--- config.mk ---
export PLATFORM = sky130hd
export DESIGN_NAME = arp_tx
export DESIGN_NICKNAME = d
export VERILOG_FILES = /design/src/rtl/arp_pkg.sv /design/src/rtl/crc32_d8.sv /design/src/rtl/arp_tx.sv
export SDC_FILE = /design/constraint.sdc
export NUM_CORES = 1
export LEC_CHECK = 0
export ABC_AREA = 1
export CAP_MARGIN = 0
export CORE_MARGIN = 3
export CORE_UTILIZATION = 28
export DETAILED_ROUTE_END_ITERATION = 6
export DONT_BUFFER_PORTS = 1
export HOLD_SLACK_MARGIN = 0.12
export PLACE_DENSITY_LB_ADDON = 0.15
export REMOVE_ABC_BUFFERS = 1
export SYNTH_ARGS = -nofsm -noshare
export SYNTH_HDL_FRONTEND = slang
export SYNTH_SLANG_ARGS = --single-unit
--- constraint.sdc ---
create_clock -name clk -period 3.7 [get_ports clk]
set_input_delay 0.555 -clock clk [delete_from_list [all_inputs] [get_ports clk]]
set_output_delay 0.555 -clock clk [all_outputs]
set_load 0.02 [all_outputs]
--- src/rtl/arp_pkg.sv ---
// ============================================================================
//  Module      : arp_pkg
//  Description : Shared ARP constants, frame field lengths and TX state type.
//  Revision    : 1.0 - initial release
// ============================================================================
`default_nettype none

package arp_pkg;

    localparam logic [15:0] ETH_TYPE_ARP  = 16'h0806;
    localparam logic [15:0] ARP_HTYPE     = 16'h0001;
    localparam logic [15:0] ARP_PTYPE     = 16'h0800;
    localparam logic [15:0] ARP_OP_REQ    = 16'h0001;
    localparam logic [15:0] ARP_OP_REP    = 16'h0002;
    localparam logic [7:0]  ARP_HLEN      = 8'h06;
    localparam logic [7:0]  ARP_PLEN      = 8'h04;

    localparam logic [7:0]  PREAMBLE_BYTE = 8'h55;
    localparam logic [7:0]  SFD_BYTE      = 8'hD5;

    localparam logic [7:0]  PREAMBLE_LEN  = 8'd8;
    localparam logic [7:0]  ETH_HEAD_LEN  = 8'd14;
    localparam logic [7:0]  ARP_DATA_LEN  = 8'd28;
    localparam logic [7:0]  PAD_LEN       = 8'd18;
    localparam logic [7:0]  FCS_LEN       = 8'd4;

    typedef enum logic [2:0] {
        ST_IDLE     = 3'd0,
        ST_PREAMBLE = 3'd1,
        ST_ETH_HEAD = 3'd2,
        ST_ARP_DATA = 3'd3,
        ST_PAD      = 3'd4,
        ST_FCS      = 3'd5,
        ST_IFG      = 3'd6
    } arp_tx_state_e;

endpackage

`default_nettype wire

--- src/rtl/crc32_d8.sv ---
// ============================================================================
//  Module      : crc32_d8
//  Description : Byte-wide CRC-32 (poly 04C11DB7, data LSB first), MSB-first register.
//  Revision    : 1.0 - initial release
// ============================================================================
`default_nettype none

module crc32_d8 (
    input  logic        clk,
    input  logic        rst_n,
    input  logic        crc_en,
    input  logic        crc_clr,
    input  logic [7:0]  data,
    output logic [31:0] crc_data,
    output logic [31:0] crc_next
);

    localparam logic [31:0] CRC_POLY = 32'h04C1_1DB7;
    localparam logic [31:0] CRC_INIT = 32'hFFFF_FFFF;

    always_comb begin
        crc_next = crc_data;
        for (int i = 0; i < 8; i++) begin
            crc_next = {crc_next[30:0], 1'b0} ^ ((crc_next[31] ^ data[i]) ? CRC_POLY : 32'h0);
        end
    end

    always_ff @(posedge clk or negedge rst_n) begin
        if (!rst_n) begin
            crc_data <= CRC_INIT;
        end else if (crc_clr) begin
            crc_data <= CRC_INIT;
        end else if (crc_en) begin
            crc_data <= crc_next;
        end
    end

endmodule

`default_nettype wire

--- src/rtl/arp_tx.sv ---
// ============================================================================
//  Module      : arp_tx
//  Description : GMII ARP request/reply frame transmitter with FCS and IFG.
//  Revision    : 1.0 - initial release
// ============================================================================
`default_nettype none

module arp_tx
    import arp_pkg::*;
#(
    parameter logic [47:0] BOARD_MAC  = 48'h00_11_22_33_44_55,
    parameter logic [31:0] BOARD_IP   = {8'd192, 8'd168, 8'd1, 8'd10},
    parameter logic [47:0] DES_MAC    = 48'hff_ff_ff_ff_ff_ff,
    parameter int unsigned IFG_CYCLES = 12
) (
    input  logic        clk,
    input  logic        rst_n,
    input  logic        arp_tx_en,
    input  logic        arp_tx_type,
    input  logic [47:0] des_mac,
    input  logic [31:0] des_ip,
    output logic        tx_busy,
    output logic        tx_done,
    output logic        gmii_tx_en,
    output logic [7:0]  gmii_txd
);

    localparam logic [7:0] IFG_LAST = 8'(IFG_CYCLES - 1);

    arp_tx_state_e     state_q, state_d;
    logic [7:0]        cnt_q, cnt_d;
    logic              type_q;
    logic [47:0]       des_mac_q;
    logic [31:0]       des_ip_q;

    logic              w_accept;
    logic              w_crc_en;
    logic [7:0]        w_txd_d;
    logic              w_tx_en_d, w_done_d, w_busy_d;
    logic [31:0]       w_crc_q, w_crc_next, w_fcs;
    logic [0:13][7:0]  w_eth;
    logic [0:27][7:0]  w_arp;

    assign w_accept = (state_q == ST_IDLE) && arp_tx_en;

    assign w_eth = {type_q ? des_mac_q : DES_MAC, BOARD_MAC, ETH_TYPE_ARP};
    assign w_arp = {ARP_HTYPE, ARP_PTYPE, ARP_HLEN, ARP_PLEN,
                    type_q ? ARP_OP_REP : ARP_OP_REQ,
                    BOARD_MAC, BOARD_IP,
                    type_q ? des_mac_q : 48'h0, des_ip_q};

    // Register holds the non-reflected CRC; wire order needs bit reversal plus complement.
    for (genvar i = 0; i < 32; i++) begin : g_fcs_rev
        assign w_fcs[i] = ~w_crc_q[31-i];
    end

    always_comb begin
        state_d = state_q;
        cnt_d   = cnt_q + 8'd1;
        case (state_q)
            ST_IDLE: begin
                cnt_d = '0;
                if (arp_tx_en) state_d = ST_PREAMBLE;
            end
            ST_PREAMBLE: if (cnt_q == PREAMBLE_LEN - 8'd1) begin state_d = ST_ETH_HEAD; cnt_d = '0; end
            ST_ETH_HEAD: if (cnt_q == ETH_HEAD_LEN - 8'd1) begin state_d = ST_ARP_DATA; cnt_d = '0; end
            ST_ARP_DATA: if (cnt_q == ARP_DATA_LEN - 8'd1) begin state_d = ST_PAD;      cnt_d = '0; end
            ST_PAD:      if (cnt_q == PAD_LEN - 8'd1)      begin state_d = ST_FCS;      cnt_d = '0; end
            ST_FCS:      if (cnt_q == FCS_LEN - 8'd1)      begin state_d = ST_IFG;      cnt_d = '0; end
            ST_IFG:      if (cnt_q == IFG_LAST)            begin state_d = ST_IDLE;     cnt_d = '0; end
            default: begin
                state_d = ST_IDLE;
                cnt_d   = '0;
            end
        endcase
    end

    // The byte for the upcoming position is chosen here and registered onto the pins.
    always_comb begin
        w_txd_d = 8'h00;
        case (state_d)
            ST_PREAMBLE: w_txd_d = (cnt_d == PREAMBLE_LEN - 8'd1) ? SFD_BYTE : PREAMBLE_BYTE;
            ST_ETH_HEAD: w_txd_d = w_eth[cnt_d[3:0]];
            ST_ARP_DATA: w_txd_d = w_arp[cnt_d[4:0]];
            ST_FCS:      w_txd_d = w_fcs[{cnt_d[1:0], 3'b000} +: 8];
            default:     w_txd_d = 8'h00;
        endcase
    end

    assign w_crc_en  = (state_d == ST_ETH_HEAD) || (state_d == ST_ARP_DATA) || (state_d == ST_PAD);
    assign w_tx_en_d = (state_d != ST_IDLE) && (state_d != ST_IFG);
    assign w_done_d  = (state_q == ST_FCS) && (state_d == ST_IFG);
    assign w_busy_d  = (state_d != ST_IDLE);

    crc32_d8 u_crc32_d8 (
        .clk      (clk),
        .rst_n    (rst_n),
        .crc_en   (w_crc_en),
        .crc_clr  (w_accept),
        .data     (w_txd_d),
        .crc_data (w_crc_q),
        .crc_next (w_crc_next)
    );

    always_ff @(posedge clk or negedge rst_n) begin
        if (!rst_n) begin
            state_q    <= ST_IDLE;
            cnt_q      <= '0;
            type_q     <= 1'b0;
            des_mac_q  <= '0;
            des_ip_q   <= '0;
            gmii_tx_en <= 1'b0;
            gmii_txd   <= 8'h00;
            tx_done    <= 1'b0;
            tx_busy    <= 1'b0;
        end else begin
            state_q    <= state_d;
            cnt_q      <= cnt_d;
            gmii_tx_en <= w_tx_en_d;
            gmii_txd   <= w_txd_d;
            tx_done    <= w_done_d;
            tx_busy    <= w_busy_d;
            if (w_accept) begin
                type_q    <= arp_tx_type;
                des_mac_q <= des_mac;
                des_ip_q  <= des_ip;
            end
        end
    end

endmodule

`default_nettype wire

======== Yosys cells after proc, flatten, opt, wreduce, memory -nomap -nowiden ========
Index checks and enable logic that the tools add are counted.
storage, ports and cells
  flip-flop bits (word level) ............. 135
  output and inout port bits .............. 11
  logic and storage cells ................. 128
cells by class
  $add $sub $neg .......................... 1
  magnitude comparators ................... 2
  equality and inequality tests ........... 20
  shifts and indexed selects .............. 1
  mux-type cells .......................... 36
  bitwise operators ....................... 50
  reductions and logical operators ........ 8
operators by type and width
  operator               count
  $xor A32 B32 Y32       8
  $mux W27               8
  $mux W48               2
  $mux W8                11
  $mux W32               2
  $pmux W8 S6            1
  $bmux W8 S5            1
  $bmux W8 S4            1
  $not A1 Y1             32
  $pmux W8 S4            1
  $shiftx A32 B6 Y8      1
  $mux W3                7
  $pmux W3 S7            1
  $eq A3 B3 Y1 const B   6
  $eq A8 B3 Y1 const B   2
  $eq A8 B4 Y1 const B   2
  $eq A8 B5 Y1 const B   2
  $eq A3 B2 Y1 const B   4
  $add A8 B1 Y8 const B  1
  $eq A8 B2 Y1 const B   1
  $xor A1 B1 Y1          8
  $eq A3 B1 Y1 const B   2
  $ge A6 B6 Y1 const B   1
  $not A5 Y6             1
  9 further kinds        12

======== Depth between registers and ports, before layout ========
  word-level depth ........................ 34
  mapped depth ............................ 30

======== Cells and area by module ========
From an unflattened synthesis, not the netlist that was laid out.
second synthesis, totals
  cells, all modules ...................... 1336
  area, all modules ....................... 9075.0 sq um
by module, submodules not included
  module    times used  cells each  area each (sq um)  sequential area each (sq um)
  arp_tx    1           968         6414.9             2577.5
  crc32_d8  1           368         2660.1             840.8

======== Worst setup path before layout ========
No wires, ideal clock.
  kind .................................... register -> register
  from .................................... reg cnt_q[0]
  to ...................................... reg u_crc32_d8.crc_data[12]
  setup time .............................. 0.072 ns
  data arrival time ....................... 2.889 ns
  data required time ...................... 3.628 ns
  slack ................................... 0.739 ns
  cell stages (with the launch flop) ...... 28
  cell sequence ........................... dfrtp_1 > ha_1 > nand2_1 > inv_1 > nor2_1 > inv_1 > o21ai_1 > inv_1 > nand2_2 > buf_2 > nand3_1 > nor2_1 > nor2_1 > nand2_1 > nand3_1 > nand2_1 > nand3_1 > nand2_2 > buf_6 > nand2_1 > nand2_2 > nand2_1 > nand3_1 > nand2_1 > nand2_1 > nand3_1 > nand2_1 > inv_1
between the ends
  cells in the longest elaborated chain, start to end .. 22
  elaborated cells on any way between the ends .. 65
RTL lines
  element                                                                line                        RTL
  from (decl)                                                            arp_tx.sv:31                logic [7:0] cnt_q, cnt_d;
  from (signal assigned)                                                 arp_tx.sv:118               cnt_q <= cnt_d;
  $add A8 B1 Y8, or another cell as far along                            arp_tx.sv:59                cnt_d = cnt_q + 8'd1;
  $mux W8, or another cell as far along                                  arp_tx.sv:70                ST_IFG: if (cnt_q == IFG_LAST) begin state_d = ST_IDLE; cnt_d = '0; end
  $pmux W8 S6 (*)                                                        arp_tx.sv:60                case (state_q)
  net cnt_d[2]                                                           arp_tx.sv:31
  $not A5 Y6 (not written as such) / $not A4 Y5 (equally long branches)  arp_tx.sv:84, arp_tx.sv:83
  $bmux W8 S5 / $bmux W8 S4 (equally long branches)                      arp_tx.sv:84, arp_tx.sv:83
  $mux W8 (on tied branches) (2 in a row)                                arp_tx.sv:84, arp_tx.sv:83
  $pmux W8 S4 (*)                                                        arp_tx.sv:81                case (state_d)
  $xor A1 B1 Y1                                                          crc32_d8.sv:24              crc_next = {crc_next[30:0], 1'b0} ^ ((crc_next[31] ^ data[i]) ? CRC_POLY : 32'h0);
  $mux W27                                                               crc32_d8.sv:24
  $xor A32 B32 Y32 (6 in a row)                                          crc32_d8.sv:24
  $xor A1 B1 Y1                                                          crc32_d8.sv:24
  $mux W27                                                               crc32_d8.sv:24
  $xor A32 B32 Y32                                                       crc32_d8.sv:24
  $xor A32 B32 Y32 (*)                                                   crc32_d8.sv:24
  $mux W32 (*)                                                           crc32_d8.sv:33              end else if (crc_en) begin
  $mux W32 (*)                                                           crc32_d8.sv:31              end else if (crc_clr) begin
  to (signal assigned)                                                   crc32_d8.sv:34              crc_data <= crc_next;
  to (decl)                                                              crc32_d8.sv:14              output logic [31:0] crc_data,
The timed path passes the listed nets; every way through them passes the cells marked *. The select of a mux whose other input is x is not followed.
A chain may end at the register's enable or synchronous reset.

======== Worst setup path in the final report ========
  from .................................... reg cnt_q[0]
  to ...................................... reg u_crc32_d8.crc_data[30]
between the ends
  cells in the longest elaborated chain, start to end .. 20
  elaborated cells on any way between the ends .. 53
RTL lines
  element                                                                line                        RTL
  $add A8 B1 Y8, or another cell as far along                            arp_tx.sv:59
  $mux W8, or another cell as far along                                  arp_tx.sv:70
  $pmux W8 S6                                                            arp_tx.sv:60
  $not A5 Y6 (not written as such) / $not A4 Y5 (equally long branches)  arp_tx.sv:84, arp_tx.sv:83
  $bmux W8 S5 / $bmux W8 S4 (equally long branches)                      arp_tx.sv:84, arp_tx.sv:83
  $mux W8 (on tied branches) (2 in a row)                                arp_tx.sv:84, arp_tx.sv:83
  $pmux W8 S4 (*)                                                        arp_tx.sv:81
  net u_crc32_d8.data[0]                                                 crc32_d8.sv:13              input logic [7:0] data,
  $xor A1 B1 Y1 (*)                                                      crc32_d8.sv:24
  $mux W27 (*)                                                           crc32_d8.sv:24
  $xor A32 B32 Y32 (*) (8 in a row)                                      crc32_d8.sv:24
  $mux W32 (*)                                                           crc32_d8.sv:33
  $mux W32 (*)                                                           crc32_d8.sv:31
Marks and branches as above.

==> impl_metrics.json <==
{
  "start_kind": "register",
  "chipHeight_um": 188,
  "die_area_mm2": 0.0352,
  "setup_viol": 0,
  "final_cell_mix": "nand2_1 (601), nand3_1 (149), buf_4 (108), inv_1 (105), dfrtp_1 (102)",
  "cp-startpoint": "cnt_q[0]",
  "whs_ns": 0.0600,
  "slew_viol_final": 0,
  "final_common_cell": "nand2_1",
  "ys_types": 39,
  "initial_core_util": 0.288,
  "drtIter0Drc": 640,
  "crit_path_frequent_cell": "nand2_1",
  "synth_compound_area_frac": 0.0691,
  "gp_congestion": 0.881,
  "ys_seq_area_frac": 0.370,
  "cts_sinks": 135,
  "port_buffers": 0,
  "clk_pin_slew_ns": 0.07,
  "core.rowCount": 65,
  "synth_top_family_by_area": "simple AND/OR/NAND/NOR gates",
  "tightestPinTransition_ns": 1.10,
  "htree_levels": 4,
  "synth_area_mm2": 0.00924,
  "endpoint_kind": "register",
  "dpl_worst_slack_ns": -0.0790,
  "num-fill-cells": 3543,
  "wl_per_cell_um": 17.2,
  "slowest_stage": "dfrtp_1",
  "r2r_setup_slack_ns": 0.21,
  "grt_pass1_vias": 9079,
  "maxCapViolCount": 0,
  "cpPeakStageDelay_ns": 0.41,
  "yosys.area_share.simple": 0.448,
  "antenna_left": 0,
  "hold_path_class": "primary input to asynchronous set/reset pin",
  "rsz0062_at_grt": "true",
  "p_per_area_mw_per_mm2": 284,
  "skew_ns": 0.0162,
  "critPathRequiredTime_ns": 4.10,
  "synth_cells": 1424,
  "cts_buffers": 17,
  "clockBufferDepth": 2,
  "yosys_warnings": 0,
  "ff2ff_path_depth": 25,
  "grt_max_degree": 136,
  "drive_above_1_share": 0.222,
  "diodes": 0,
  "syn_area_per_cell_um2": 6.49,
  "synthMuxAreaShare": 0,
  "via_per_inst": 4.80,
  "crit_path_end": "u_crc32_d8.crc_data[30]",
  "place_hpwl_um": 23400,
  "synth-adder-area-share": 0.00271,
  "r2r-start": "cnt_q[0]",
  "gr-total-overflow": 0,
  "setup_ws_ns": 0.208,
  "die_w_um": 188,
  "top_level_ports": 95,
  "synth_seq_cells": 135,
  "leakage_uw": 0.00616,
  "dr.pass1.iters": 5,
  "nNetsFinal": 1599,
  "route.vias.total": 9409,
  "postLayoutCoreUtil": 0.362,
  "cp.arrival_ns": 3.89,
  "drc": 0,
  "r2r_end": "u_crc32_d8.crc_data[30]",
  "antenna_found_initial": 0,
  "status": "finished clean",
  "core_mm2": 0.0320,
  "period_needed_ns": 3.49,
  "crit_fanout": 6,
  "clockRootBuffer": "clkbuf_16",
  "grt_pass1_wl_um": 51800,
  "grt.total_usage": 0.188,
  "clock.fmax_mhz": 286,
  "power.total_uw": 3300,
  "placed_cell_area_mm2": 0.0103,
  "area_growth_pct": 25.6,
  "fin_area_mm2": 0.0116,
  "worstSetupPathType": "register to register",
  "synth_xor_area_frac": 0.0264,
  "maxSlewHeadroom": 0.268,
  "peakVddDrop_mv": 0.323,
  "period_share": 0.944,
  "wl_um": 33800,
  "finalHoldViolations": 0,
  "clk_latency_ns": 0.45,
  "tritoncts": "built"
}
-- area by class of cell --
cell class,count,area (um2),area share
timing repair buffer,124,1140,0.0986
multi-input combinational,1112,5420,0.467
tap,435,544,0.0469
clock buffer,18,429,0.0370
clock inverter,14,174,0.0150
sequential,135,3420,0.295
inverter,123,473,0.0408
-- state kept, by name, summed over array words and instances, names as in the netlist --
name                 flops
state_q                  3
type_q                   1
gmii_txd                 8
cnt_q                    8
des_mac_q               48
tx_busy                  1
tx_done                  1
gmii_tx_en               1
des_ip_q                32
u_crc32_d8.crc_data     32
-- kinds of logic after synthesis --
kind of cell,after synthesis
AND/OR/NAND/NOR,969
buffers and inverters,181
flip-flops,135
AO/OA/AOI/OAI,110
XOR/XNOR,27
adder cells (fa/ha/maj),2
-- what timing repair did --
item / in CTS / in global routing
setup buffers: 1 / 24
hold buffers: 1 / 0
hold endpoints to repair: 135 / 0
resized for setup: 4 / 84
setup endpoints to repair: 12 / 27
cloned: 0 / 5
pin swaps: 0 / 26
-- metrics by stage --
| stage | TNS (ns) | cells |
|---|---|---|
| after global placement | -0.0779 | 1898 |
| after floorplan | -100.20 | 1366 |
| final | 0 | 1961 |
| after CTS | 0 | 1932 |
| after global routing | -0.128 | 1961 |
| after detailed placement | -0.290 | 1898 |
-- how the worst min path moves through the flow --
stage	endpoint	slack, ns
2_1_floorplan	cnt_q[0]	0.26
3_3_place_gp	des_ip_q[15]	0.27
3_5_place_dp	des_ip_q[15]	0.27
4_1_cts	des_mac_q[24]	0.12
5_1_grt	des_mac_q[32]	0.14
6_report	des_mac_q[32]	0.06
-- critical path, delay by kind of cell (launching register included) --
| kind | cells | cell delay [ns] |
|---|---|---|
| DFF | 1 | 0.41 |
| xor gates and xnor gates | 2 | 0.32 |
| adders and majority gates | 1 | 0.18 |
| buffers and inverters | 5 | 0.52 |
| AOI/OAI and AO/OA | 2 | 0.26 |
| and+or+nand+nor | 15 | 1.75 |
-- layer usage --
| layer | GRT usage | up-vias | wire length [um] |
|---|---|---|---|
| li1 | - | 4676 | - |
| met1 | 0.272 | 4413 | 16700 |
| met2 | 0.286 | 285 | 14900 |
| met3 | 0.0297 | 35 | 1640 |
| met4 | 0.0626 | 0 | 633 |
| met5 | 0 | - | 0 |
-- synth_stat cells, drive strengths merged --
cell | instances | area (um2)
xor2 | 25 | 226
ha | 2 | 25.0
o211ai | 5 | 42.5
inv | 122 | 458
dfstp | 32 | 841
xnor2 | 2 | 17.5
o22ai | 19 | 119
nor3 | 7 | 45.0
nand2 | 668 | 2670
dfrtp | 103 | 2580
clkbuf | 27 | 101
a22oi | 1 | 7.51
clkinv | 1 | 3.75
buf | 31 | 211
or2 | 2 | 12.5
nor2 | 114 | 488
nand4 | 17 | 106
nand3 | 159 | 806
o21ai | 57 | 289
nand3b | 2 | 15.0
a21oi | 27 | 173
o21bai | 1 | 7.51
-- where the power goes --
group	internal [uW]	leakage [uW]	switching [uW]
Sequential	1480	0.00166	0
Clock	1060	0.000295	725
Combinational	3.03	0.00420	28.6
Total	2540	0.00616	754
(Power assumes the default switching activity.)
